<file path="config.mk">
export PLATFORM = sky130hd
export DESIGN_NAME = mathbox_host_if
export DESIGN_NICKNAME = d
export VERILOG_FILES = /design/src/rtl/mathbox_pkg.sv /design/src/rtl/mathbox_watchdog.sv /design/src/rtl/mathbox_host_if.sv
export SDC_FILE = /design/constraint.sdc
export NUM_CORES = 1
export LEC_CHECK = 0
export CAP_MARGIN = 20
export CORE_ASPECT_RATIO = 0.8
export CORE_UTILIZATION = 39
export DETAILED_ROUTE_END_ITERATION = 10
export GPL_TIMING_DRIVEN = 0
export PLACE_DENSITY = 0.66
export SYNTH_ARGS = -nofsm -noshare
export SYNTH_HDL_FRONTEND = slang
export SYNTH_SLANG_ARGS = --single-unit
</file>
<file path="constraint.sdc">
create_clock -name clk -period 4.5 [get_ports clk]
set_input_delay 0.675 -clock clk [delete_from_list [all_inputs] [get_ports clk]]
set_output_delay 0.675 -clock clk [all_outputs]
set_load 0.02 [all_outputs]
</file>
<file path="src/rtl/mathbox_pkg.sv">
// Shared definitions for the Math Box CPU front end: FSM states, CPU register
// offsets, the command window decode and status bit positions.
package mathbox_pkg;

  typedef enum logic [1:0] {
    ST_IDLE   = 2'd0,
    ST_LOAD   = 2'd1,
    ST_RUN    = 2'd2,
    ST_SETTLE = 2'd3
  } mb_state_e;

  localparam logic [6:0] MB_STATUS   = 7'h40;
  localparam logic [6:0] MB_RES_LO   = 7'h60;
  localparam logic [6:0] MB_RES_HI   = 7'h70;
  localparam logic [6:0] MB_CMD_MASK = 7'h60;

  localparam int STAT_BUSY_BIT    = 7;
  localparam int STAT_TIMEOUT_BIT = 6;

  // Offsets 0x00-0x1F start a program; the low bits are the start address.
  function automatic logic is_cmd(input logic [6:0] addr);
    return (addr & MB_CMD_MASK) == 7'h00;
  endfunction

endpackage

</file>
<file path="src/rtl/mathbox_watchdog.sv">
// Saturating run-cycle counter; term flags the cycle whose update reaches
// all-ones so the FSM can leave RUN on that same edge.
module mathbox_watchdog #(
  parameter int TIMEOUT_W = 10
) (
  input  logic                 clk,
  input  logic                 reset,
  input  logic                 clr,
  input  logic                 en,
  output logic [TIMEOUT_W-1:0] cnt,
  output logic                 term
);

  logic [TIMEOUT_W-1:0] cnt_d;
  logic [TIMEOUT_W-1:0] cnt_q;

  // Next count: clear wins, then a saturating increment.
  always_comb begin
    cnt_d = cnt_q;
    if (clr) begin
      cnt_d = {TIMEOUT_W{1'b0}};
    end else if (en && (cnt_q != {TIMEOUT_W{1'b1}})) begin
      cnt_d = cnt_q + {{(TIMEOUT_W-1){1'b0}}, 1'b1};
    end else begin
      cnt_d = cnt_q;
    end
  end

  // Counter register.
  always_ff @(posedge clk or posedge reset) begin
    if (reset) begin
      cnt_q <= {TIMEOUT_W{1'b0}};
    end else begin
      cnt_q <= cnt_d;
    end
  end

  assign cnt  = cnt_q;
  assign term = (cnt_d == {TIMEOUT_W{1'b1}});

endmodule

</file>
<file path="src/rtl/mathbox_host_if.sv">
// CPU-side front end of the Math Box: starts microprograms on command writes,
// tracks busy/timeout from the sequencer and serves status/result reads.
module mathbox_host_if
  import mathbox_pkg::*;
#(
  parameter int TIMEOUT_W = 10,
  parameter int START_W   = 5
) (
  input  logic               clk,
  input  logic               reset,
  input  logic [6:0]         cpu_addr,
  input  logic [7:0]         cpu_din,
  input  logic               cpu_we,
  input  logic               cpu_re,
  output logic [7:0]         cpu_dout,
  output logic [7:0]         alu_din,
  output logic               pc_load,
  output logic [START_W-1:0] pc_start,
  output logic               begin_n,
  input  logic               pcen_n,
  input  logic [15:0]        alu_result,
  output logic               busy,
  output logic               timeout
);

  mb_state_e            state_d, state_q;
  logic [7:0]           cpu_dout_d, cpu_dout_q;
  logic [7:0]           alu_din_d, alu_din_q;
  logic [START_W-1:0]   pc_start_d, pc_start_q;
  logic                 pc_load_d, pc_load_q;
  logic                 begin_n_d, begin_n_q;
  logic                 busy_d, busy_q;
  logic                 timeout_d, timeout_q;
  logic [15:0]          result_d, result_q;
  logic [7:0]           status_s;
  logic                 cmd_wr_s;
  logic                 wd_clr_s;
  logic                 wd_en_s;
  logic                 wd_term_s;
  logic [TIMEOUT_W-1:0] wd_cnt_s;

  mathbox_watchdog #(.TIMEOUT_W(TIMEOUT_W)) u_watchdog (
    .clk   (clk),
    .reset (reset),
    .clr   (wd_clr_s),
    .en    (wd_en_s),
    .cnt   (wd_cnt_s),
    .term  (wd_term_s)
  );

  assign cmd_wr_s = cpu_we && is_cmd(cpu_addr);

  // Status byte as seen before this edge's updates.
  always_comb begin
    status_s                   = 8'h00;
    status_s[STAT_BUSY_BIT]    = busy_q;
    status_s[STAT_TIMEOUT_BIT] = timeout_q;
  end

  // Sequencing: a command write restarts from any state, otherwise walk the FSM.
  always_comb begin
    state_d    = state_q;
    alu_din_d  = alu_din_q;
    pc_start_d = pc_start_q;
    pc_load_d  = 1'b0;
    begin_n_d  = begin_n_q;
    busy_d     = busy_q;
    timeout_d  = timeout_q;
    result_d   = result_q;
    wd_clr_s   = 1'b0;
    wd_en_s    = 1'b0;
    if (cmd_wr_s) begin
      alu_din_d  = cpu_din;
      pc_start_d = cpu_addr[START_W-1:0];
      pc_load_d  = 1'b1;
      begin_n_d  = 1'b1;
      busy_d     = 1'b1;
      timeout_d  = 1'b0;
      state_d    = ST_LOAD;
    end else begin
      case (state_q)
        ST_IDLE: begin
          state_d = ST_IDLE;
        end
        ST_LOAD: begin
          begin_n_d = 1'b0;
          wd_clr_s  = 1'b1;
          state_d   = ST_RUN;
        end
        ST_RUN: begin
          begin_n_d = 1'b0;
          wd_en_s   = 1'b1;
          // A zero count marks the first RUN cycle, where pcen_n is not yet valid.
          if (pcen_n && (wd_cnt_s != {TIMEOUT_W{1'b0}})) begin
            state_d = ST_SETTLE;
          end else if (wd_term_s) begin
            timeout_d = 1'b1;
            state_d   = ST_SETTLE;
          end else begin
            state_d = ST_RUN;
          end
        end
        ST_SETTLE: begin
          result_d  = alu_result;
          begin_n_d = 1'b1;
          busy_d    = 1'b0;
          state_d   = ST_IDLE;
        end
        default: begin
          begin_n_d = 1'b1;
          busy_d    = 1'b0;
          state_d   = ST_IDLE;
        end
      endcase
    end
  end

  // Read mux; a read paired with a command write reports the pre-write status.
  always_comb begin
    cpu_dout_d = cpu_dout_q;
    if (cpu_re) begin
      if (cmd_wr_s) begin
        cpu_dout_d = status_s;
      end else begin
        case (cpu_addr)
          MB_STATUS: cpu_dout_d = status_s;
          MB_RES_LO: cpu_dout_d = result_q[7:0];
          MB_RES_HI: cpu_dout_d = result_q[15:8];
          default:   cpu_dout_d = 8'h00;
        endcase
      end
    end else begin
      cpu_dout_d = cpu_dout_q;
    end
  end

  // All host-interface state.
  always_ff @(posedge clk or posedge reset) begin
    if (reset) begin
      state_q    <= ST_IDLE;
      cpu_dout_q <= 8'h00;
      alu_din_q  <= 8'h00;
      pc_start_q <= {START_W{1'b0}};
      pc_load_q  <= 1'b0;
      begin_n_q  <= 1'b1;
      busy_q     <= 1'b0;
      timeout_q  <= 1'b0;
      result_q   <= 16'h0000;
    end else begin
      state_q    <= state_d;
      cpu_dout_q <= cpu_dout_d;
      alu_din_q  <= alu_din_d;
      pc_start_q <= pc_start_d;
      pc_load_q  <= pc_load_d;
      begin_n_q  <= begin_n_d;
      busy_q     <= busy_d;
      timeout_q  <= timeout_d;
      result_q   <= result_d;
    end
  end

  assign cpu_dout = cpu_dout_q;
  assign alu_din  = alu_din_q;
  assign pc_start = pc_start_q;
  assign pc_load  = pc_load_q;
  assign begin_n  = begin_n_q;
  assign busy     = busy_q;
  assign timeout  = timeout_q;

endmodule

</file>
After elaboration in Yosys (flattened, before gate mapping)
Index checks and enable logic that the tools add are counted.

word-level totals
  bits in latches = 0
  output and inout port bits = 25
  input bits = 36
  RAM bits = 0
  word-level logic and storage cells = 56
  register bits after elaboration = 53
  ROM bits = 0
  memories = 0

cells by class
  equal/unequal tests = 9
  $add $sub $neg = 1
  muxes and demuxes = 21
  $mul = 0
  reduce and logical (&&, ||, !) cells = 14
  shift operators = 0
  magnitude comparators = 0
  bitwise gates (word level) = 1
  divide/modulo/power cells = 0

operators with widths
  kind                     count
  $pmux W8 S3              1
  $eq A7 B7 Y1 const B     3
  $mux W10                 2
  $mux W1                  14
  $add A10 B1 Y10 const B  1
  $eq A10 B10 Y1 const B   1
  $ne A10 B10 Y1 const B   1
  $reduce_bool A10 Y1      1
  $mux W8                  1
  $logic_not A7 Y1         1
  $pmux W2 S3              1
  $reduce_bool A2 Y1       3
  $eq A2 B2 Y1 const B     2
  $reduce_or A2 Y1         2
  $logic_and A1 B1 Y1      3
  $reduce_and A3 Y1        1
  $reduce_bool A3 Y1       1
  $eq A2 B1 Y1 const B     1
  $logic_not A2 Y1         1
  $mux W2                  1
  $ne A2 B2 Y1 const B     1
  $pmux W1 S2              1
  $reduce_and A2 Y1        1
  $not A1 Y1               1

Logic depth before layout (Yosys ltp)
Gate-level depths: netlist of the first run.

  depth in word-level cells = 11
  depth in mapped cells = 8
  gate-level depth less buffers = 8

By module
A second synthesis of the first run with hierarchy kept.

unflattened totals
  cell total of the unflattened synthesis = 201
  area total of the unflattened synthesis = 2506.2 um^2

modules (own cells, without submodules)
  module            cells each  instances  area an instance (um^2)
  mathbox_host_if   129         1          1846.8
  mathbox_watchdog  72          1          659.4

Worst setup path before layout of the first run
Ideal clock, no wire load.

  path type = in2reg
  from = input cpu_addr[6]
  to = register state_q[0]
  arrival = 2.498 ns
  required time = 4.424 ns
  setup time = 0.076 ns
  setup slack = 1.925 ns
  stages on the path = 7
  cell sequence = or3b_1 buf_2 and2_4 and4b_1 or4_1 or4_1 o21ai_1

between the ends
  cells in the longest elaborated chain, start to end = 11
  elaborated cells between the ends (all ways) = 12
  those cells by class = 1 x eq/ne; 8 x mux; 3 x reduce/logical

RTL lines
  what                     line                    RTL
  start: declaration       mathbox_host_if.sv:11   input logic [6:0] cpu_addr,
  $logic_not A7 Y1 (*)     mathbox_pkg.sv:22       return (addr & MB_CMD_MASK) == 7'h00;
  $logic_and A1 B1 Y1 (*)  mathbox_host_if.sv:51   assign cmd_wr_s = cpu_we && is_cmd(cpu_addr);
  $mux W1                  mathbox_host_if.sv:72   if (cmd_wr_s) begin
  $logic_and A1 B1 Y1      mathbox_watchdog.sv:22  end else if (en && (cnt_q != {TIMEOUT_W{1'b1}})) begin
  $mux W10                 mathbox_watchdog.sv:22
  $mux W10                 mathbox_watchdog.sv:20  if (clr) begin
  $eq A10 B10 Y1           mathbox_watchdog.sv:39  assign term = (cnt_d == {TIMEOUT_W{1'b1}});
  $mux W1                  mathbox_host_if.sv:96   end else if (wd_term_s) begin
  $mux W1                  mathbox_host_if.sv:94   if (pcen_n && (wd_cnt_s != {TIMEOUT_W{1'b0}})) begin
  $pmux W2 S3              mathbox_host_if.sv:81   case (state_q)
  $mux W2 (*)              mathbox_host_if.sv:72
  named net state_d[0]     mathbox_host_if.sv:26   mb_state_e state_d, state_q;
  end signal: assignment   mathbox_host_if.sv:150  state_q <= state_d;
  end: declaration         mathbox_host_if.sv:26

The timed path passes the listed nets; every way through them passes the cells marked *.
A chain may end at the register's enable or synchronous reset.

Final worst setup path of the first run
  from = input cpu_addr[6]
  to = register result_q[15]

between the ends
  cells in the longest elaborated chain, start to end = 4

RTL lines
  what                                line                    RTL
  $logic_not A7 Y1                    mathbox_pkg.sv:22
  $logic_and A1 B1 Y1                 mathbox_host_if.sv:51
  $not A1 Y1 (no source line)         --
  $reduce_and A2 Y1 (no source line)  --
  end signal: assignment              mathbox_host_if.sv:158  result_q <= result_d;
  end: declaration                    mathbox_host_if.sv:34   logic [15:0] result_d, result_q;

No other way between the ends.

==> impl_metrics.csv, run 1 <==
group,metric,value,unit
routing,drtAntennaViolNets,0,
routing,route.detailed.drc,0,
final_layout,final_cells,388,
power,power.density,449,nW/um2
critical_path,cp_max_fo,10,
synthesis,seq_area_frac_synth,54.4,%
synthesis,synth_top_area_share,53.3,%
synthesis,synth_area,2440,um2
flow_run,drv_cap,0,
critical_path,r2r_slack,1.66,ns
synthesis,syn_inst,240,
final_layout,syn_to_final_growth,33.4,%
timing,final_hold_viol_count,0,
final_layout,register_area,1330,um2
synthesis,synth_top_cell_by_area,"dfrtp_1",
clock_network,root_buffer,"clkbuf_8",
timing,worst_slew_pin_slew,0.970,ns
timing,tns,0,ns
synthesis,yosysWarnings,0,
die,num_rows,25,
final_layout,final_area,3260,um2
critical_path,critPathKind,"primary input to register",
synthesis,async_flop_share,100,%
timing,fmaxAchievable,0.335,GHz
final_layout,multiInputGateArea,1000,um2
critical_path,worstPathRequired,4.68,ns
synthesis,synth_edf_count,0,
clock_network,clock-sinks,53,
die,core,5970,um2
timing,maxSlewViolCount,0,
placed_design,dp_hpwl,4050,um
placed_design,placed_area,3150,um2
grt,grt_pass1_vias,1870,
grt,grt_use_total,17.5,%
synthesis,yosys-top-cells-area,"dfrtp_1 (53%), mux2_2 (7.8%), nand2_1 (7.7%)",
placed_design,numPortBuffers,59,
clock_network,cts_tree,"done",
timing,maxSlewHeadroom,34.3,%
grt,grt_antenna_before_repair,0,
power,power_leakage,1.48,nW
timing,timing.final.crit_period,2.98,ns
die,die_y,72.8,um
routing,wl_per_cell,14.1,um
final_layout,fillerInstances,535,
routing,dr.pass1.iters,4,
synthesis,yosysUniqueCellTypes,36,
status,status,"finished, final reports clean",
critical_path,end_kind,"register",
grt,grt_max_degree,29,
timing,setup_viol,0,
final_layout,layout_common_cells,"clkdlybuf4s50_1 (59), dfrtp_1 (52), nand2_1 (50), nor2_1 (19), mux2_2 (17)",
critical_path,startpoint_type,"primary input",
routing,via_per_inst,4.99,
placed_design,place.gp.congestion,0.868,
power,peakVddDrop,196,uV
grt,grt_pass1_wl,8960,um
clock_network,clk_pin_slew,0.09,ns
final_layout,num_antenna_cells,0,
placed_design,dpl.cell_count,381,
final_layout,fin_nets,348,
synthesis,synth-seq-cells,53,
timing,period_share,66.3,%
timing,rsz0062_at_grt,"false",
clock_network,hold_buffers,0,
clock_network,htree_levels,2,
clock_network,cts_made_buffers,5,
routing,wl,5480,um
clock_network,clock_path_buffers,2,
final_layout,layout_commonest_cell,"clkdlybuf4s50_1",
clock_network,post_cts_buffers,0,
hold_path,holdCritPathClass,"register to register",
die,die_w,90.5,um
synthesis,synth_nets,281,
grt,gr-total-overflow,0,
die,io_pins,61,
synthesis,synth.avg_cell_area,10.2,um2
critical_path,cp.arrival,3.17,ns
die,die-area,6580,um2
clock_network,insertion_delay,0.29,ns
routing,num_vias,1936,
clock_network,cts_resized,0,
placed_design,dp_slack,1.18,ns
routing,drt_iter0_markers,66,
final_layout,layout-drive-gt1-share,11.1,%
power,finalPower,0.00146,W
synthesis,synth-main-ff-cell,"dfrtp_1",
timing,fin_skew,0.0110,ns
timing,setup_slack,1.52,ns
die,initial_core_util,40.9,%
## cells by family (layout without fill, tap and decap cells)
family          after synthesis  after routing  synth area share [%]
simple gates                 99             99                  18.8
flops                        53             53                  54.4
mux                          28             28                  12.4
fa+ha+maj                     5              5                  2.56
xor+xnor                      4              4                  1.44
compound gates               25             25                  6.00
buf+inv                      26             93                  4.46
## cell usage after synthesis (5+ instances only)
library cell / count
a21oi_1: 9
clkbuf_1: 6
dfrtp_1: 52
ha_1: 5
inv_1: 15
mux2_2: 17
mux2i_1: 11
nand2_1: 50
nand3_1: 7
nand4_1: 5
nor2_1: 19
o22ai_1: 6
## stage by stage
step | hold WS, ns | util [%]
after floorplan | 0.479 | -
after global placement | 0.460 | 52.4
after detailed placement | 0.463 | 52.8
after CTS | 0.486 | 54.5
after global routing | 0.515 | 54.5
final | 0.485 | 54.5
## power breakdown
part	switching [W]	total (W)	internal, W	leakage [nW]
sequential	0.0000746	0.000680	0.000606	0.672
combinational	0.000231	0.000475	0.000244	0.753
clock	0.000144	0.000306	0.000162	0.0540
total	0.000449	0.00146	0.00101	1.48
## critical path, stage by stage
cell and delay, ns:
clkdlybuf4s50_1 0.44, or3b_1 0.39, buf_2 0.17, clkbuf_1 0.24, nand2_1 0.33, clkbuf_1 0.50, mux2_2 0.40
## final cells by class
cell class	count	share of cell area, %
sequential	53	40.8
multi-input combinational	161	30.8
inverter	16	1.84
tap	81	3.11
clock inverter	2	1.08
buffer	10	1.50
timing repair buffer	60	18.7
clock buffer	5	2.11
## path summary, 6_finish.rpt
path / start / to / depth (start not counted)
worst max-delay path: cpu_addr[6] / result_q[15]$_DFFE_PP0P_ / 7
worst min-delay path: pc_start[0]$_DFFE_PP0P_ / pc_start[0]$_DFFE_PP0P_ / 2
worst max register to register: u_watchdog.cnt[1]$_DFF_PP0_ / state_q[0]$_DFF_PP0_ / 7
worst min register to register: pc_start[0]$_DFFE_PP0P_ / pc_start[0]$_DFFE_PP0P_ / 2
max in group asynchronous: reset / begin_n$_DFFE_PP1P_ / 3
min in group asynchronous: reset / cpu_dout[1]$_DFFE_PP0P_ / 2
## routing by layer
layer | part of all wire (%) | vias to the layer above | GRT usage [%]
li1 | - | 946 | -
met4 | 0.60 | 0 | 4.48
met2 | 44 | 58 | 27.2
met5 | 0 | - | 0
met3 | 5.3 | 2 | 4.27
met1 | 50 | 930 | 24.6
## state kept, by name, summed over array words and instances, names as in the netlist
register and cells:
alu_din 8, begin_n 1, busy 1, cpu_dout 8
pc_load 1, pc_start 5, result_q 16, state_q 2
timeout 1, u_watchdog.cnt 10
(Power assumes the default switching activity.)
==> run 2: changes to the inputs <==
clock period = 2.9 ns   (was 4.5 ns; I/O delays follow)
==> run 2 against run 1 <==
Against the previous run:
- sequential share of layout area about the same
- sequential power increased by 56%
- sequential cell count unchanged
- first-iteration DRC count decreased by 7.6%
- wire length decreased by 0.58%
- global-route usage unchanged
- register-to-register slack got worse by 1.3 ns
- die area unchanged
- clock power increased by 55%
==> impl_metrics.csv, run 2 (synthesis gave the netlist of run 1 again) <==
group,metric,value,unit
status,status,"finished, final reports clean",
die,core,5970,um2
clock_network,clock-sinks,53,
timing,maxSlewHeadroom,51.9,%
final_layout,fin_nets,347,
routing,drt_iter0_markers,61,
placed_design,place.gp.congestion,0.868,
routing,route.detailed.drc,0,
final_layout,num_antenna_cells,0,
die,io_pins,61,
critical_path,cp_max_fo,9,
clock_network,hold_buffers,0,
clock_network,post_cts_buffers,0,
routing,num_vias,1921,
hold_path,hold_end,"pc_start[0]$_DFFE_PP0P_",
routing,dr.pass1.iters,4,
critical_path,worstPathRequired,3.12,ns
timing,period_share,93.7,%
clock_network,insertion_delay,0.29,ns
die,die-area,6580,um2
final_layout,register_area,1330,um2
power,power_leakage,1.48,nW
placed_design,numPortBuffers,59,
grt,grt_pass1_vias,1870,
clock_network,cts_made_buffers,5,
critical_path,critPathKind,"primary input to register",
routing,wl_per_cell,14.1,um
routing,highest_layer,"met4",
timing,worst_slew_pin_slew,0.722,ns
clock_network,clk_pin_slew,0.09,ns
timing,timing.final.crit_period,2.72,ns
final_layout,layout_common_cells,"clkdlybuf4s50_1 (59), dfrtp_1 (52), nand2_1 (50), nor2_1 (19), mux2_2 (17)",
power,power.density,695,nW/um2
final_layout,top_register,"result_q",
timing,rsz0062_at_grt,"false",
timing,final_hold_viol_count,0,
timing,maxSlewViolCount,0,
placed_design,dp_hpwl,4050,um
grt,grt_use_total,17.5,%
die,num_rows,25,
routing,wl_met3,265,um
power,peakVddDrop,305,uV
timing,whs,0.485,ns
flow_run,drv_cap,0,
final_layout,layout-drive-gt1-share,11.4,%
critical_path,r2r_start,"u_watchdog.cnt[1]$_DFF_PP0_",
critical_path,reg2reg_to,"state_q[0]$_DFF_PP0_",
hold_path,hold_path_depth,2,
die,initial_core_util,40.9,%
critical_path,r2r_slack,0.34,ns
grt,grt_antenna_before_repair,0,
timing,setup_viol,0,
clock_network,root_buffer,"clkbuf_8",
timing,fmaxAchievable,0.368,GHz
grt,gr-total-overflow,0,
routing,wl,5450,um
grt,grt_max_degree,29,
grt,grt_pass1_wl,8960,um
routing,dr_wl_met2,2420,um
final_layout,multiInputGateArea,1010,um2
final_layout,fillerInstances,534,
hold_path,holdCritPathClass,"register to register",
die,die_w,90.5,um
placed_design,dpl.cell_count,381,
critical_path,startpoint_type,"primary input",
timing,fin_skew,0.00863,ns
clock_network,clock_path_buffers,2,
placed_design,placed_area,3150,um2
final_layout,final_area,3260,um2
clock_network,htree_levels,2,
routing,wl_met1,2730,um
hold_path,hp-start,"pc_start[0]$_DFFE_PP0P_",
die,die_y,72.8,um
critical_path,end_kind,"register",
critical_path,cp.arrival,2.93,ns
final_layout,syn_to_final_growth,33.6,%
clock_network,cts_tree,"done",
critical_path,worst-r2r-cell-count,7,
final_layout,largest_reg_flops,16,
routing,drtAntennaViolNets,0,
final_layout,final_cells,387,
routing,via_per_inst,4.96,
final_layout,layout_commonest_cell,"clkdlybuf4s50_1",
run 2: cell types whose count changed in the layout (fill, tap and decap cells not counted), sizes merged:
cell / change
clkbuf: -1
run 2: report_power, final:
| group | internal, W | switching, W | leakage (nW) |
|---|---|---|---|
| clock network | 0.000251 | 0.000223 | 0.0540 |
| registers | 0.000940 | 0.000116 | 0.672 |
| logic | 0.000381 | 0.000356 | 0.752 |
| total | 0.00157 | 0.000695 | 1.48 |
run 2: area by class of cell:
type | count | share of cell area [%]
sequential | 53 | 40.7
multi-input combinational | 161 | 31.0
timing repair buffer | 60 | 18.7
tap | 81 | 3.11
clock buffer | 5 | 2.11
inverter | 16 | 1.84
buffer | 9 | 1.38
clock inverter | 2 | 1.07
run 2: per-layer routing:
| layer | global-route usage [%] | vias to the layer above |
|---|---|---|
| li1 | - | 942 |
| met1 | 24.6 | 930 |
| met2 | 27.2 | 47 |
| met3 | 4.27 | 2 |
| met4 | 4.48 | 0 |
| met5 | 0 | - |
run 2: repair_timing:
item | in CTS | in global routing
setup endpoints to repair | 0 | 5
resized for setup | 0 | 1
endpoints found under the hold margin | 0 | 0
run 2: how the worst max path moves through the flow:
stage	from	endpoint	cells after the start	slack, ns
5_1_grt	cpu_addr[6]	state_q[0]$_DFF_PP0_	9	0.10
3_5_place_dp	cpu_addr[6]	result_q[15]$_DFFE_PP0P_	7	-0.18
4_1_cts	u_watchdog.cnt[1]$_DFF_PP0_	state_q[0]$_DFF_PP0_	7	0.09
6_report	cpu_addr[6]	state_q[0]$_DFF_PP0_	9	0.18
2_1_floorplan	cpu_addr[6]	state_q[0]$_DFF_PP0_	7	0.57
3_3_place_gp	cpu_addr[6]	result_q[0]$_DFFE_PP0P_	7	-0.19
run 2: metrics by stage:
stage | util, % | setup TNS (ns) | setup WS (ns) | power [W]
floorplan | - | 0 | 0.565 | 0.00153
finish | 54.6 | 0 | 0.183 | 0.00227
global route | 54.6 | 0 | 0.102 | 0.00242
CTS | 54.5 | 0 | 0.0856 | 0.00230
detailed placement | 52.8 | -1.86 | -0.175 | 0.00181
global placement | 52.4 | -2.06 | -0.190 | 0.00178
run 2: worst max-delay path, cell delays in order:
cell             delay, ns
clkdlybuf4s50_1       0.44
or3b_1                0.39
buf_2                 0.17
inv_2                 0.15
nor2_1                0.08
and4_1                0.19
or3_1                 0.34
or4_1                 0.56
o21ai_1               0.15
